**config.mk**
```make
export PLATFORM = sky130hd
export DESIGN_NAME = sub_share_arb
export DESIGN_NICKNAME = d
export VERILOG_FILES = /design/src/rtl/sub_share_arb.sv
export SDC_FILE = /design/constraint.sdc
export NUM_CORES = 1
export LEC_CHECK = 0
export BUFFER_PORTS_ARGS = -buffer_cell sky130_fd_sc_hd__buf_4
export CAP_MARGIN = 10
export CELL_PAD_IN_SITES_DETAIL_PLACEMENT = 2
export CELL_PAD_IN_SITES_GLOBAL_PLACEMENT = 2
export CORE_UTILIZATION = 11
export CTS_BUF_LIST = sky130_fd_sc_hd__clkbuf_8
export DETAILED_ROUTE_END_ITERATION = 8
export GPL_TIMING_DRIVEN = 0
export PLACE_DENSITY_LB_ADDON = 0.05
export SLEW_MARGIN = 20
export SYNTH_ARGS = -nofsm -noshare
export SYNTH_HDL_FRONTEND = slang
export SYNTH_SLANG_ARGS = --single-unit
```
**constraint.sdc**
```tcl
create_clock -name Clk -period 3.7 [get_ports Clk]
set_input_delay 0.185 -clock Clk [delete_from_list [all_inputs] [get_ports Clk]]
set_output_delay 0.185 -clock Clk [all_outputs]
set_load 0.01 [all_outputs]
```
**src/rtl/sub_share_arb.sv**
```systemverilog
// Round-robin arbiter sharing one WIDTH-bit subtractor among NREQ requesters with lock/hold.
// Optional lock timeout: define SUB_ARB_LOCK_TIMEOUT_EN to bound locked grants to LOCK_MAX cycles.
module sub_share_arb #(
  parameter int NREQ     = 3,
  parameter int WIDTH    = 32,
  parameter int LOCK_MAX = 16
) (
  input  logic                  Clk,
  input  logic                  Reset,
  input  logic [NREQ-1:0]       Req,
  input  logic [NREQ-1:0]       Lock,
  input  logic [NREQ*WIDTH-1:0] Op_A,
  input  logic [NREQ*WIDTH-1:0] Op_B,
  input  logic [WIDTH-1:0]      Sub_Result,
  output logic [WIDTH-1:0]      Sub_A,
  output logic [WIDTH-1:0]      Sub_B,
  output logic [NREQ-1:0]       Gnt,
  output logic [WIDTH-1:0]      Result,
  output logic                  Result_Valid,
  output logic                  Lock_Err
);

  localparam int PW = (NREQ > 1) ? $clog2(NREQ) : 1;

  if (NREQ < 2 || NREQ > 8 || LOCK_MAX < 1) begin : g_bad_param
    $error("sub_share_arb: NREQ must be 2..8 and LOCK_MAX >= 1");
  end

  logic [NREQ-1:0]  r_gnt;
  logic [PW-1:0]    r_ptr;
  logic [NREQ-1:0]  w_gnt_next;
  logic [PW-1:0]    w_ptr_next;
  logic [NREQ-1:0]  w_req_eff;
  logic [NREQ-1:0]  w_req_others;
  logic             w_hold;
  logic             w_force;
  logic             w_found;
  logic [PW:0]      w_sum;
  logic [PW-1:0]    w_idx;
  logic [WIDTH-1:0] w_sub_a;
  logic [WIDTH-1:0] w_sub_b;

  assign w_hold       = |(r_gnt & Req & Lock);
  assign w_req_others = Req & ~r_gnt;

`ifdef SUB_ARB_LOCK_TIMEOUT_EN
  localparam int CW = $clog2(LOCK_MAX + 1);

  logic [CW-1:0] r_lock_cnt;
  logic          r_lock_err;

  assign w_force = w_hold && (r_lock_cnt == CW'(LOCK_MAX));

  always_ff @(posedge Clk or posedge Reset) begin
    if (Reset) begin
      r_lock_cnt <= '0;
      r_lock_err <= 1'b0;
    end else begin
      r_lock_err <= w_force;
      if (w_hold && !w_force) begin
        if (r_lock_cnt != CW'(LOCK_MAX))
          r_lock_cnt <= r_lock_cnt + CW'(1);
      end else if (|w_gnt_next) begin
        r_lock_cnt <= CW'(1);
      end else begin
        r_lock_cnt <= '0;
      end
    end
  end

  assign Lock_Err = r_lock_err;
`else
  assign w_force  = 1'b0;
  assign Lock_Err = 1'b0;
`endif

  // A forced release skips the current grantee unless nobody else is asking.
  assign w_req_eff = (w_force && |w_req_others) ? w_req_others : Req;

  always_comb begin
    w_gnt_next = '0;
    w_ptr_next = r_ptr;
    w_found    = 1'b0;
    w_sum      = '0;
    w_idx      = '0;
    if (w_hold && !w_force) begin
      w_gnt_next = r_gnt;
    end else begin
      for (int unsigned i = 0; i < NREQ; i++) begin
        w_sum = {1'b0, r_ptr} + (PW+1)'(i);
        if (w_sum >= (PW+1)'(NREQ))
          w_sum = w_sum - (PW+1)'(NREQ);
        w_idx = w_sum[PW-1:0];
        if (!w_found && w_req_eff[w_idx]) begin
          w_found           = 1'b1;
          w_gnt_next[w_idx] = 1'b1;
          w_ptr_next        = (w_sum == (PW+1)'(NREQ - 1)) ? '0 : PW'(w_sum + (PW+1)'(1));
        end
      end
    end
  end

  always_ff @(posedge Clk or posedge Reset) begin
    if (Reset) begin
      r_gnt <= '0;
      r_ptr <= '0;
    end else begin
      r_gnt <= w_gnt_next;
      r_ptr <= w_ptr_next;
    end
  end

  always_comb begin
    w_sub_a = '0;
    w_sub_b = '0;
    for (int unsigned i = 0; i < NREQ; i++) begin
      if (r_gnt[i]) begin
        w_sub_a = w_sub_a | Op_A[i*WIDTH +: WIDTH];
        w_sub_b = w_sub_b | Op_B[i*WIDTH +: WIDTH];
      end
    end
  end

  assign Gnt          = r_gnt;
  assign Sub_A        = w_sub_a;
  assign Sub_B        = w_sub_b;
  assign Result_Valid = |r_gnt;
  assign Result       = Result_Valid ? Sub_Result : '0;

  a_gnt_onehot0: assert property (@(posedge Clk) disable iff (Reset) $onehot0(r_gnt));

endmodule

```
[Word-level counts from Yosys, hierarchy flattened]
Cells that the tools add are included.
Operators by class
  add/subtract/negate cells: 8
  order comparisons: 9
  equal/unequal tests: 3
  mux-type cells: 40
  bitwise gates (word level): 9
  reductions and logical operators: 11
Operator list (count)
  $mux W32: 7
  $or A32 B32 Y32: 4
  $mux W3: 11
  $mux W2: 6
  $mux W1: 10
  $eq A3 B2 Y1 const B: 3
  $lt A2 B3 Y1 const B: 3
  $add A2 B1 Y2 const B: 3
  $and A3 B3 Y3: 2
  $bmux W1 S2: 3
  $demux W1 S2: 3
  $ge A2 B1 Y1 const B: 3
  $ge A3 B2 Y1 const B: 2
  $or A3 B3 Y3: 2
  $reduce_or A3 Y1: 2
  $sub A3 B2 Y3 const B: 2
  $logic_and A1 B1 Y1: 5
  $add A2 B1 Y3 const B: 1
  $add A2 B2 Y3 const B: 1
  $reduce_bool A3 Y1: 1
  $sub A2 B2 Y3 const B: 1
  $ge A2 B2 Y1 const B: 1
  $logic_not A1 Y1: 2
  $reduce_and A2 Y1: 1
  $not A1 Y1: 1
Word-level totals
  flip-flop bits (word level): 5
  input port bits: 232
  output and inout port bits: 101

[Logic depth before layout (Yosys ltp)]
  depth after elaboration: 16
  mapped depth: 8

[Least setup slack after synthesis]
No wires, ideal clock.
  kind: reg2reg
  from: register r_ptr[0]
  to: register r_gnt[2], in the netlist Gnt[2]
  data arrival time: 1.577 ns
  required time: 3.581 ns
  path slack: 2.004 ns
  cell stages (with the launch flop): 9
  buffers on the path: 1
  cells stage by stage: dfrtp_1 inv_1 ha_1 buf_4 mux2i_1 o21ai_2 mux2i_1 o221ai_1 o21a_1
Between the ends
  longest elaborated chain between the ends: 14
  elaborated cells on any way between the ends: 50
RTL lines
  start: declaration: RTL line 30  | logic [PW-1:0] r_ptr;
  start signal: assignment: RTL line 109  | r_ptr <= w_ptr_next;
  branches (longest 13 deep; another with $add A2 B1 Y3)
  $mux W3 (*): RTL line 94  | if (!w_found && w_req_eff[w_idx]) begin
  end signal: assignment: RTL line 108  | r_gnt <= w_gnt_next;
  end: declaration: RTL line 29  | logic [NREQ-1:0] r_gnt;
Every way passes the cells marked *. The select of a mux whose other input is x is not followed.
A chain may end at the register's enable or synchronous reset.

[Worst setup path after layout]
  from: register r_gnt[0], in the netlist Gnt[0]
  to: output port Sub_A[11]
Between the ends
  longest elaborated chain between the ends: 5
RTL lines
  $mux W32 (*): RTL line 117  | if (r_gnt[i]) begin
  $or A32 B32 Y32: RTL line 118  | w_sub_a = w_sub_a | Op_A[i*WIDTH +: WIDTH];
  $mux W32 (*): RTL line 117
  $or A32 B32 Y32: RTL line 118
  $mux W32 (*): RTL line 117
  end: declaration: RTL line 15  | output logic [WIDTH-1:0] Sub_A,
Every way passes the cells marked *; elsewhere a longest branch is shown, timed or not.

==> flow_metrics.tcl <==
set metrics [dict create \
    status "completed" \
    yosysSeqAreaShare_pct 7.05 \
    fmax_mhz 460 \
    fin_crit_ns 2.17 \
    synth_area_leader_cell "a222oi_1" \
    setup_viol 0 \
    cts-root-buf "clkbuf_8" \
    crit_end "Sub_A[11]" \
    r2r_end "r_ptr[0]" \
    syn-num-nets 486 \
    avgSynthCellArea_um2 7.10 \
    reg2reg_setup_slack_ns 1.78 \
    antennaDiodeCount 0 \
    worstReg2RegStart "r_ptr[1]" \
    num_vias 3444 \
    netlist.area_leader.share_pct 36.1 \
    grt_pass1_vias 3597 \
    io_pins 333 \
    min_from "Req[1]" \
    synth_edf_count 0 \
    post-cts-setup-buffer-count 0 \
    async_reset_ff_share_pct 100 \
    drive_gt1_share_pct 60.3 \
    power_mw 2.95 \
    tightest_slew_ns 0.531 \
    reg2reg_depth 8 \
    wl_per_cell_um 19.8 \
    start_kind "flop" \
    hold_path.class "in -> reg" \
    met2_usage_pct 34.4 \
    slew_viol_final 0 \
    dieArea_um2 16700 \
    start_util_pct 11.2 \
    insertion_delay_ns 0.22 \
    grt_pass1_wl_um 21900 \
    ys_top_cells_by_count "inv_1 (73), a222oi_1 (64), nor2b_1 (32)" \
    rsz0062_at_grt "no" \
    synthTopCellsByArea "a222oi_1 (36%), inv_1 (15%), nor2b_1 (11%)" \
    clock-sinks 5 \
    drc 0 \
    layout.nets 822 \
    core-area_um2 15800 \
    crit_path_end_kind "output port" \
    critPathKind "reg -> out" \
    postRouteWirelength_um 15900 \
    first_iter_violations 273 \
    cts.clk_slew.worst_paths_ns 0.04 \
    grt_overflow 0 \
    final.period_utilization_pct 58.7 \
    gr-usage-met1_pct 19.0 \
    synth_seq_cells 5 \
    syn_area_um2 1780 \
    antenna_left 0 \
    io_buffers 330 \
    clock_path_buffers 2 \
    cts_tree "yes" \
    drt_pass1_iterations 6 \
    cp.required_ns 3.51 \
    maxSlewHeadroom_pct 64.6 \
    rows 46 \
    synth_flop_cell "dfrtp_1" \
    antenna_found_initial 0 \
    startpoint "Gnt[0]" \
    power_density_nw_per_um2 645 \
    grt_max_degree 11 \
    fin_cells 801 \
    htree_levels 1 \
    maxCapViolCount 0 \
    area_delta_synth_final_pct 158 \
    p_leak_nw 2.50 \
    hold_ws_ns 0.360 \
    cts.repair.resized 0 \
    cp.arrival_ns 1.99 \
    place_inst 796 \
    final-hold-violation-count 0 \
    postSynthCellCount 250 \
    die_w_um 129 \
    path_max_fanout 10 \
    fin_setup_tns_ns 0 \
    peakVddDrop_mv 0.282 \
    dpl.hpwl_um 13900 \
    yosysMostFrequentCell "inv_1" \
    grt.busiest_layer "met2" \
    fp.dieH_um 129 \
    ys_warn_count 0 \
    met3_usage_pct 4.17 \
    synthDistinctLibCells 37 \
    gp_congestion 0.754 \
    vias_per_cell 4.30 \
    grtUsageTotal_pct 17.3 \
    finClkSkew_ns 0.00323 \
    cts-buffers-inserted 3 \
]
report_power, final:
part           total [mW]  internal [mW]  switching, mW
combinational        2.73           1.28           1.45
sequential          0.124         0.0850         0.0395
clock              0.0994         0.0713         0.0281
total                2.95           1.43           1.52
routing by layer:
metal / routed length, µm / vias up
met4: 142 / 0
met2: 8670 / 152
met3: 1260 / 8
met1: 5810 / 1656
met5: 0 / -
li1: - / 1628
layout make-up:
type	instances	area, µm²
repair buffers	331	2490
flip-flops and latches	5	125
multi-input cells	144	1250
clock inverters	1	3.75
inverters	73	274
well taps	216	270
fillers	1899	11200
clock buffers	3	41.3
plain buffers	28	126
how the worst min path moves through the flow:
stage,slack [ns],depth (start not counted),to
after floorplan,-0.04,1,Gnt[0]
after global placement,0.10,2,r_ptr[1]
after detailed placement,0.11,2,r_ptr[0]
after CTS,0.36,3,Gnt[1]
after global routing,0.38,3,Gnt[1]
final,0.36,3,Gnt[1]
sequential cells by signal, summed over array words and instances (netlist names):
register,cells
Gnt,3
r_ptr,2
kinds of logic after synthesis:
logic type	count (synthesis)	share of synthesized area, %
buf+inv	101	22.6
compound gates	86	47.5
simple gates	47	16.2
mux	6	3.66
flops	5	7.05
fa+ha+maj	4	2.82
other cells	1	0.211
critical path: stages, from the launching register on:
cell      delay (ns)
dfrtp_1         0.46
clkbuf_1        0.44
clkbuf_1        0.45
a222oi_1        0.21
inv_1           0.09
buf_4           0.12
timing repair:
| action | CTS | global route |
|---|---|---|
| endpoints found under the hold margin | 5 | 0 |
| endpoints found under the setup margin | 0 | 0 |
| hold buffers | 1 | 0 |
layout by cell type, fill, tap and decap left out, types with 2 or more instances in the layout:
| master | n |
|---|---|
| buf_4 | 332 |
| inv_1 | 74 |
| a222oi_1 | 64 |
| nor2b_1 | 32 |
| clkbuf_1 | 19 |
| dfrtp_1 | 5 |
| buf_2 | 5 |
| nand2_1 | 5 |
| mux2i_1 | 5 |
| a21oi_1 | 4 |
| ha_1 | 4 |
| nand3_1 | 3 |
| clkbuf_8 | 3 |
| o21ai_2 | 2 |
| o31ai_1 | 2 |
| o21a_1 | 2 |
| nor2_1 | 2 |
metrics by stage:
| step | utilization (%) | setup WS [ns] | instance area [µm²] |
|---|---|---|---|
| 6_report | 28.9 | 1.53 | 4580 |
| 5_1_grt | 28.9 | 1.35 | 4580 |
| 4_1_cts | 28.9 | 1.44 | 4580 |
| 3_5_place_dp | 28.6 | 1.67 | 4520 |
| 3_3_place_gp | 28.6 | 1.72 | 4520 |
| 2_1_floorplan | - | 2.00 | 1780 |
Note: power is estimated with default switching activity, not from simulation.
